--- config.mk ---
export PLATFORM = sky130hd
export DESIGN_NAME = buzzer_scheduler
export DESIGN_NICKNAME = d
export VERILOG_FILES = /design/src/rtl/buzz_pkg.sv /design/src/rtl/sensor_debounce.sv /design/src/rtl/buzzer_scheduler.sv
export SDC_FILE = /design/constraint.sdc
export NUM_CORES = 1
export LEC_CHECK = 0
export ABC_AREA = 1
export BUFFER_PORTS_ARGS = -buffer_cell sky130_fd_sc_hd__buf_2
export CAP_MARGIN = 20
export CORE_MARGIN = 2
export CORE_UTILIZATION = 45
export CTS_BUF_LIST = sky130_fd_sc_hd__clkbuf_8
export CTS_CLUSTER_SIZE = 28
export DETAILED_ROUTE_END_ITERATION = 8
export PLACE_DENSITY = 0.65
export SKIP_CTS_REPAIR_TIMING = 1
export SLEW_MARGIN = 20
export SYNTH_ARGS = -nofsm -noshare
export SYNTH_HDL_FRONTEND = slang
export SYNTH_SLANG_ARGS = --single-unit
--- constraint.sdc ---
create_clock -name clk -period 5.6 [get_ports clk]
set_input_delay 0.56 -clock clk [delete_from_list [all_inputs] [get_ports clk]]
set_output_delay 0.56 -clock clk [all_outputs]
set_load 0.03 [all_outputs]
--- src/rtl/buzz_pkg.sv ---
// Shared types, widths and helpers for the buzzer scheduler slice.
package buzz_pkg;

    typedef enum logic [1:0] {
        IDLE,
        ON,
        GAP
    } state_t;

    localparam int unsigned DB_W   = 4;
    localparam int unsigned TMR_W  = 8;
    localparam int unsigned MAX_CH = 8;
    localparam int unsigned IDX_W  = 3;

    function automatic logic [MAX_CH-1:0] onehot(input logic [IDX_W-1:0] idx);
        logic [MAX_CH-1:0] v;
        v      = '0;
        v[idx] = 1'b1;
        return v;
    endfunction

    // Scans downward so the last hit is the nearest channel after 'last'.
    function automatic logic [IDX_W-1:0] rr_pick(input logic [MAX_CH-1:0] eligible,
                                                 input logic [IDX_W-1:0]  last,
                                                 input int unsigned       n);
        logic [IDX_W-1:0] pick;
        int unsigned      t;
        pick = last;
        for (int unsigned k = n; k >= 1; k--) begin
            t = 32'(last) + k;
            if (t >= n) t = t - n;
            if (eligible[t[IDX_W-1:0]]) pick = t[IDX_W-1:0];
        end
        return pick;
    endfunction

endpackage

--- src/rtl/sensor_debounce.sv ---
// Per-channel saturating stability counter; pulses set_pulse once per qualified assertion.
module sensor_debounce
    import buzz_pkg::*;
#(
    parameter int unsigned DEBOUNCE = 7
) (
    input  logic clk,
    input  logic rst_n,
    input  logic ena,
    input  logic sensor,
    input  logic mask,
    output logic set_pulse
);

    logic [DB_W-1:0] cnt;
    logic            qual;

    assign qual      = sensor & ~mask;
    assign set_pulse = ena & qual & (cnt == DB_W'(DEBOUNCE - 1));

    always_ff @(posedge clk) begin
        if (!rst_n) begin
            cnt <= '0;
        end else if (ena) begin
            if (!qual) begin
                cnt <= '0;
            end else if (cnt != DB_W'(DEBOUNCE)) begin
                cnt <= cnt + 1'b1;
            end
        end
    end

endmodule

--- src/rtl/buzzer_scheduler.sv ---
// Debounced multi-channel alarm requests served round-robin as one-hot bursts plus a guard gap.
module buzzer_scheduler
    import buzz_pkg::*;
#(
    parameter int unsigned N_CH       = 3,
    parameter int unsigned DEBOUNCE   = 7,
    parameter int unsigned ON_CYCLES  = 31,
    parameter int unsigned GAP_CYCLES = 8
) (
    input  logic                    clk,
    input  logic                    rst_n,
    input  logic                    ena,
    input  logic [N_CH-1:0]         sensor,
    input  logic [N_CH-1:0]         mask,
    output logic [N_CH-1:0]         buzz,
    output logic                    busy,
    output logic [N_CH-1:0]         pending,
    output logic [$clog2(N_CH)-1:0] grant_id
);

    localparam int unsigned GW = $clog2(N_CH);

    if (N_CH < 2 || N_CH > MAX_CH) begin : g_bad_n_ch
        $error("N_CH must be in 2..8");
    end
    if (DEBOUNCE < 1 || DEBOUNCE > 15) begin : g_bad_debounce
        $error("DEBOUNCE must be in 1..15");
    end
    if (ON_CYCLES < 1 || ON_CYCLES > 255) begin : g_bad_on
        $error("ON_CYCLES must be in 1..255");
    end
    if (GAP_CYCLES > 255) begin : g_bad_gap
        $error("GAP_CYCLES must be in 0..255");
    end

    logic [N_CH-1:0] set_vec;

    for (genvar i = 0; i < N_CH; i++) begin : g_db
        sensor_debounce #(
            .DEBOUNCE(DEBOUNCE)
        ) u_db (
            .clk      (clk),
            .rst_n    (rst_n),
            .ena      (ena),
            .sensor   (sensor[i]),
            .mask     (mask[i]),
            .set_pulse(set_vec[i])
        );
    end

    state_t           state, state_next;
    logic [TMR_W-1:0] tmr, tmr_next;
    logic [N_CH-1:0]  buzz_next, pending_next, eligible, grant_oh;
    logic             busy_next;
    logic [GW-1:0]    gid_next;
    logic [IDX_W-1:0] pick;

    always_comb begin
        eligible   = pending & ~mask;
        pick       = rr_pick(MAX_CH'(eligible), IDX_W'(grant_id), N_CH);
        state_next = state;
        tmr_next   = tmr;
        buzz_next  = buzz;
        gid_next   = grant_id;
        grant_oh   = '0;

        case (state)
            IDLE: begin
                if (eligible != '0) begin
                    state_next = ON;
                    tmr_next   = TMR_W'(ON_CYCLES - 1);
                    grant_oh   = N_CH'(onehot(pick));
                    buzz_next  = grant_oh;
                    gid_next   = GW'(pick);
                end
            end
            ON: begin
                if (tmr == '0) begin
                    buzz_next = '0;
                    if (GAP_CYCLES == 0) begin
                        state_next = IDLE;
                    end else begin
                        state_next = GAP;
                        tmr_next   = TMR_W'(GAP_CYCLES - 1);
                    end
                end else begin
                    tmr_next = tmr - 1'b1;
                end
            end
            GAP: begin
                if (tmr == '0) begin
                    state_next = IDLE;
                end else begin
                    tmr_next = tmr - 1'b1;
                end
            end
            default: state_next = IDLE;
        endcase

        busy_next = (state_next != IDLE);
        // A fresh set on the grant edge survives the grant clear.
        pending_next = (pending & ~mask & ~grant_oh) | set_vec;
    end

    always_ff @(posedge clk) begin
        if (!rst_n) begin
            state    <= IDLE;
            tmr      <= '0;
            buzz     <= '0;
            busy     <= 1'b0;
            pending  <= '0;
            grant_id <= GW'(N_CH - 1);
        end else if (ena) begin
            state    <= state_next;
            tmr      <= tmr_next;
            buzz     <= buzz_next;
            busy     <= busy_next;
            pending  <= pending_next;
            grant_id <= gid_next;
        end
    end

endmodule
* Yosys cells after proc, flatten, opt, wreduce, memory -nomap -nowiden
Index checks and enable logic that the tools add are counted.
Word-level totals: bits of input ports 9, register bits 31, output and inout bits 9
Cells by class: mux-type cells 33, equality and inequality tests 14, reduce and logical (&&, ||, !) cells 13, $lt $le $gt $ge 8, bitwise operators 17, add/sub/neg operators 10
Operators by type and width (number):
- 3-bit two-way mux | 10
- 4-bit two-way mux | 6
- 8-bit two-way mux | 3
- 8-bit case mux with 3 select lines | 1
- 3-bit by 4-bit less-than comparator with 1-bit output (second input constant) | 4
- 4-bit by 1-bit adder with 4-bit output (second input constant) | 3
- 4-bit by 3-bit equality test with 1-bit output (second input constant) | 3
- 2-bit inequality test (second input constant) | 6
- 4-bit by 3-bit inequality test with 1-bit output (second input constant) | 3
- 1-bit bitwise AND | 9
- 1-bit binary-select mux with 3-bit select | 3
- 3-bit by 2-bit greater-or-equal comparator with 1-bit output (second input constant) | 3
- 3-bit by 2-bit subtractor with 3-bit output (second input constant) | 3
- 8-bit zero test | 1
- 4-bit AND reduction | 2
- 8-bit by 1-bit subtractor with 8-bit output (second input constant) | 1
- 2-bit by 2-bit adder with 3-bit output (second input constant) | 2
- 3-bit bitwise AND | 2
- 2-bit two-way mux | 3
- 3-bit inverter | 2
- 2-bit case mux with 3 select lines | 1
- 3-bit case mux with 2 select lines | 1
- 2-bit AND reduction | 3
- 3-bit nonzero test | 2
- other kinds (12) | 18

* Longest topological paths before layout
word-level depth 17, mapped depth 15, mapped depth without buffers 14

* Modules after synthesis
Synthesis repeated with hierarchy kept, for this count alone.
Second synthesis, totals: cell total of the unflattened synthesis 331, area, all modules 2199.6 um^2
By module, submodules not included:
- buzzer_scheduler | cells each 199, area an instance 1313.8 um^2, instances 1, seq. area each 380.4 um^2
- sensor_debounce | cells each 44, area an instance 295.3 um^2, instances 3, seq. area each 80.1 um^2

* Least setup slack after synthesis
No wires, ideal clock.
path type register to register, from reg grant_id[0], to reg pending[0], arrival 2.013 ns, period minus slack after synthesis 2.133 ns, required time 5.480 ns, slack 3.467 ns, stages on the path, launching flop included 14, path through dfxtp_1 inv_1 ha_1 buf_4 inv_2 nand3_1 nand3_1 nand3_1 nand3_1 nand2_1 inv_2 nand3_1 nand2_1 a21oi_1
On the way: word-level cells in the longest chain between the ends 17
RTL lines:
- from (decl) | line buzzer_scheduler.sv:18 | output logic [$clog2(N_CH)-1:0] grant_id
- from (signal assigned) | line buzzer_scheduler.sv:112 | grant_id <= GW'(N_CH - 1);
- from (signal assigned) | line buzzer_scheduler.sv:119 | grant_id <= gid_next;
- 2-bit by 2-bit adder with 3-bit output | line buzz_pkg.sv:30 | t = 32'(last) + k;
- 3-bit by 2-bit subtractor with 3-bit output or 3-bit by 2-bit greater-or-equal comparator with 1-bit output (tied branches) | line buzz_pkg.sv:31 | if (t >= n) t = t - n;
- 3-bit two-way mux | line buzz_pkg.sv:31
- 1-bit binary-select mux with 3-bit select | line buzz_pkg.sv:32 | if (eligible[t[IDX_W-1:0]]) pick = t[IDX_W-1:0];
- 1-bit two-way mux (not written as such) | line buzz_pkg.sv:32
- 3-bit two-way mux (2 in a row) | line buzz_pkg.sv:32
- 3-bit two-way mux * | line buzz_pkg.sv:32
- 3-bit by 4-bit less-than comparator with 1-bit output (not written as such) or 3-bit by 1-bit greater-or-equal comparator with 1-bit output (tied branches) | line buzz_pkg.sv:18 | v[idx] = 1'b1;
- 1-bit logical AND (not written as such) | line buzz_pkg.sv:18
- 1-bit two-way mux (not written as such) | line buzz_pkg.sv:18
- 1-bit demux with 3-bit select * | line buzz_pkg.sv:18
- 3-bit two-way mux * | line buzzer_scheduler.sv:69 | if (eligible != '0) begin
- 3-bit two-way mux * | line buzzer_scheduler.sv:67 | case (state)
- 3-bit inverter * | line buzzer_scheduler.sv:102 | pending_next = (pending & ~mask & ~grant_oh) | set_vec;
- 3-bit bitwise AND * | line buzzer_scheduler.sv:102
- 3-bit bitwise OR * | line buzzer_scheduler.sv:102
- to (signal assigned) | line buzzer_scheduler.sv:118 | pending <= pending_next;
- to (decl) | line buzzer_scheduler.sv:17 | output logic [N_CH-1:0] pending,
Every way passes the cells marked *; elsewhere a longest branch is shown, timed or not. The select of a mux whose other input is x is not followed. A chain may end at the register's enable or synchronous reset.

* Final worst setup path
from reg grant_id[0], to reg pending[2]
The elaborated chain is that of the path after synthesis.

==> metrics.yaml <==
status: "completed"
slowest_stage: "ha_1"
hold_path.class: "register to register"
required_ns: 5.77
syn_area_sq_mm: 0.00204
synth_fp_nets: 322
grt_pass1_wl_microns: 7120
gp_congestion: 0.824
synth_edf_count: 0
layout.nets: 342
num_io_pins: 18
period_needed_ns: 2.14
initialDrtViolationCount: 126
die_w_microns: 71.4
grt_pass1_vias: 1609
ys_seq_area_share_pct: 30.4
place_ws_ns: 3.46
numCtsBuffers: 5
combPwrFrac_pct: 26.4
clk_latency_ns: 0.29
power_uw: 550
yosys_register_bits: 31
coreArea_sq_mm: 0.00435
die_h_microns: 71.4
dpl.hpwl_microns: 3170
grt_max_degree: 16
first_pass_iters: 4
power_switching_share_pct: 34.2
die-area_sq_mm: 0.00510
skew_ns: 0.00920
vdd_drop_max_mv: 0.145
htree_levels: 2
synthToLayoutAreaGrowth_pct: 9.92
cts_tree: "yes"
n_antenna_cell: 0
grtUsageTotal_pct: 17.4
p_per_area_mw_per_mm2: 245
clock_path_buffers: 2
crit_path_start_kind: "register"
finalSetupTns_ns: 0
path_cells: "inv_1 > ha_1 > inv_2 > o21ai_0 > nand3_1 > nand3_1 > nand2_1 > inv_2 > nand3_1 > nand2_1 > a21oi_1"
grt.overflow.total: 0
cap_violations: 0
synth_cells: 296
cp_max_fo: 9
dpl_cell_area_sq_mm: 0.00217
stdcell_area_sq_mm: 0.00225
arrival_ns: 2.31
power_frac_seq_pct: 44.4
port_buffers: 17
wire_per_inst_microns: 11.5
fin_crit_sh_pct: 38.2
p_leak_uw: 0.00108
ys.flop_type: "dfxtp_1"
fmax_mhz: 467
cts_root_buffer: "clkbuf_8"
worst_slew_pin_slew_ns: 0.524
wl_microns: 4210
rows: 24
pwr-share-clk_pct: 29.2
cp_common_cell: "nand3_1"
avgSynthCellArea_sq_um: 6.90
cp_slowest_stage_delay_ns: 0.48
drive_gt1_share_pct: 13.7
rsz0062_at_grt: "false"
end_kind: "register"
final_common_cell: "nand2_1"
finalMaxSlewViolations: 0
layout_common_cells: "49 x nand2_1, 44 x inv_1, 31 x dfxtp_1, 30 x nor2_1, 27 x nand3_1"
setup_violations: 0
power.switching_uw: 188
crit_type: "register to register"
antenna_found_initial: 0
hold_violations: 0
start_util_pct: 46.9
slew_headroom_pct: 65.0
utilization_pct: 51.6
cts.sinks: 31
yosys_warnings: 0
setup_ws_ns: 3.46
ant_nets: 0
async_flop_share_pct: 0
vias: 1865
internal_power_uw: 362
drcViolationCount: 0
clkTransAtPathRegs_ns: 0.06
synth.distinct_cells: 35
via_per_inst: 5.08
[state kept, by name (all words and copies together), names as in the netlist]
signal         flops
busy               1
buzz               3
g_db.u_db.cnt     12
grant_id           2
pending            3
state              2
tmr                8
[layout make-up]
cell class	instances	area, sq um
fillers	427	2110
inverters	49	184
well taps	52	65.1
clock buffers	5	68.8
multi-input cells	212	1220
repair buffers	17	85.1
flip-flops and latches	31	621
clock inverters	1	3.75
[power by group through the flow]
stage / clock [uW] / combinational (uW) / sequential, uW
after floorplan: 0 / 109 / 255
after global placement: 0 / 144 / 248
after detailed placement: 0 / 144 / 249
after CTS: 167 / 145 / 244
after global routing: 174 / 165 / 246
final: 161 / 145 / 244
[through the flow]
| step | hold WS [ns] | instances |
|---|---|---|
| 6_report | 0.474 | 367 |
| 5_1_grt | 0.501 | 367 |
| 4_1_cts | 0.475 | 367 |
| 3_5_place_dp | 0.458 | 361 |
| 3_3_place_gp | 0.459 | 361 |
| 2_1_floorplan | 0.466 | 296 |
[synthesized netlist by cell type, types with 2 or more instances]
library cell  count  share of area (%)
nand2_1          49                9.0
inv_1            43                7.9
dfxtp_1          31                 30
nor2_1           30                5.5
nand3_1          27                6.6
a21oi_1          21                5.1
o21ai_0          21                5.1
ha_1             17                 10
a211oi_1          6                2.2
inv_2             6                1.1
nand4_1           6                1.8
nor3_1            5                1.2
xor2_1            4                1.7
nor2_2            3               0.92
a31oi_1           2               0.61
clkbuf_1          2               0.37
nand3_2           2               0.98
nand3b_1          2               0.73
o21ai_1           2               0.49
xnor2_1           2               0.86
[layer usage]
metal | vias up | share of wire, % | track usage, %
met4 | 0 | 1.5 | 6.29
met5 | - | 0 | 0
met2 | 31 | 45 | 27.5
li1 | 1008 | - | -
met1 | 819 | 49 | 23.0
met3 | 7 | 4.7 | 4.22
[path summary, 6_finish.rpt]
check	start	endpoint	slack [ns]	depth (start not counted)
max	grant_id[0]	pending[2]	3.46	11
min	buzz[1]	buzz[1]	0.47	2
max reg2reg	grant_id[0]	pending[2]	3.46	11
min reg2reg	buzz[1]	buzz[1]	0.47	2
[cells by family after synthesis]
kind of cell               share of synthesized area [%]
DFF                                                 30.4
adders and majority gates                           10.4
xor gates and xnor gates                            2.57
buffers and inverters                               9.98
and+or+nand+nor                                     29.6
AOI/OAI and AO/OA                                   17.0
[worst max-delay path, delay by kind of cell (launching register included)]
kind                     cells  cell delay [ns]
flip-flops                   1             0.43
AND/OR/NAND/NOR              5             0.47
AO/OA/AOI/OAI                2             0.28
buffers and inverters        3             0.34
adder cells (fa/ha/maj)      1             0.48
(Power assumes the default switching activity.)
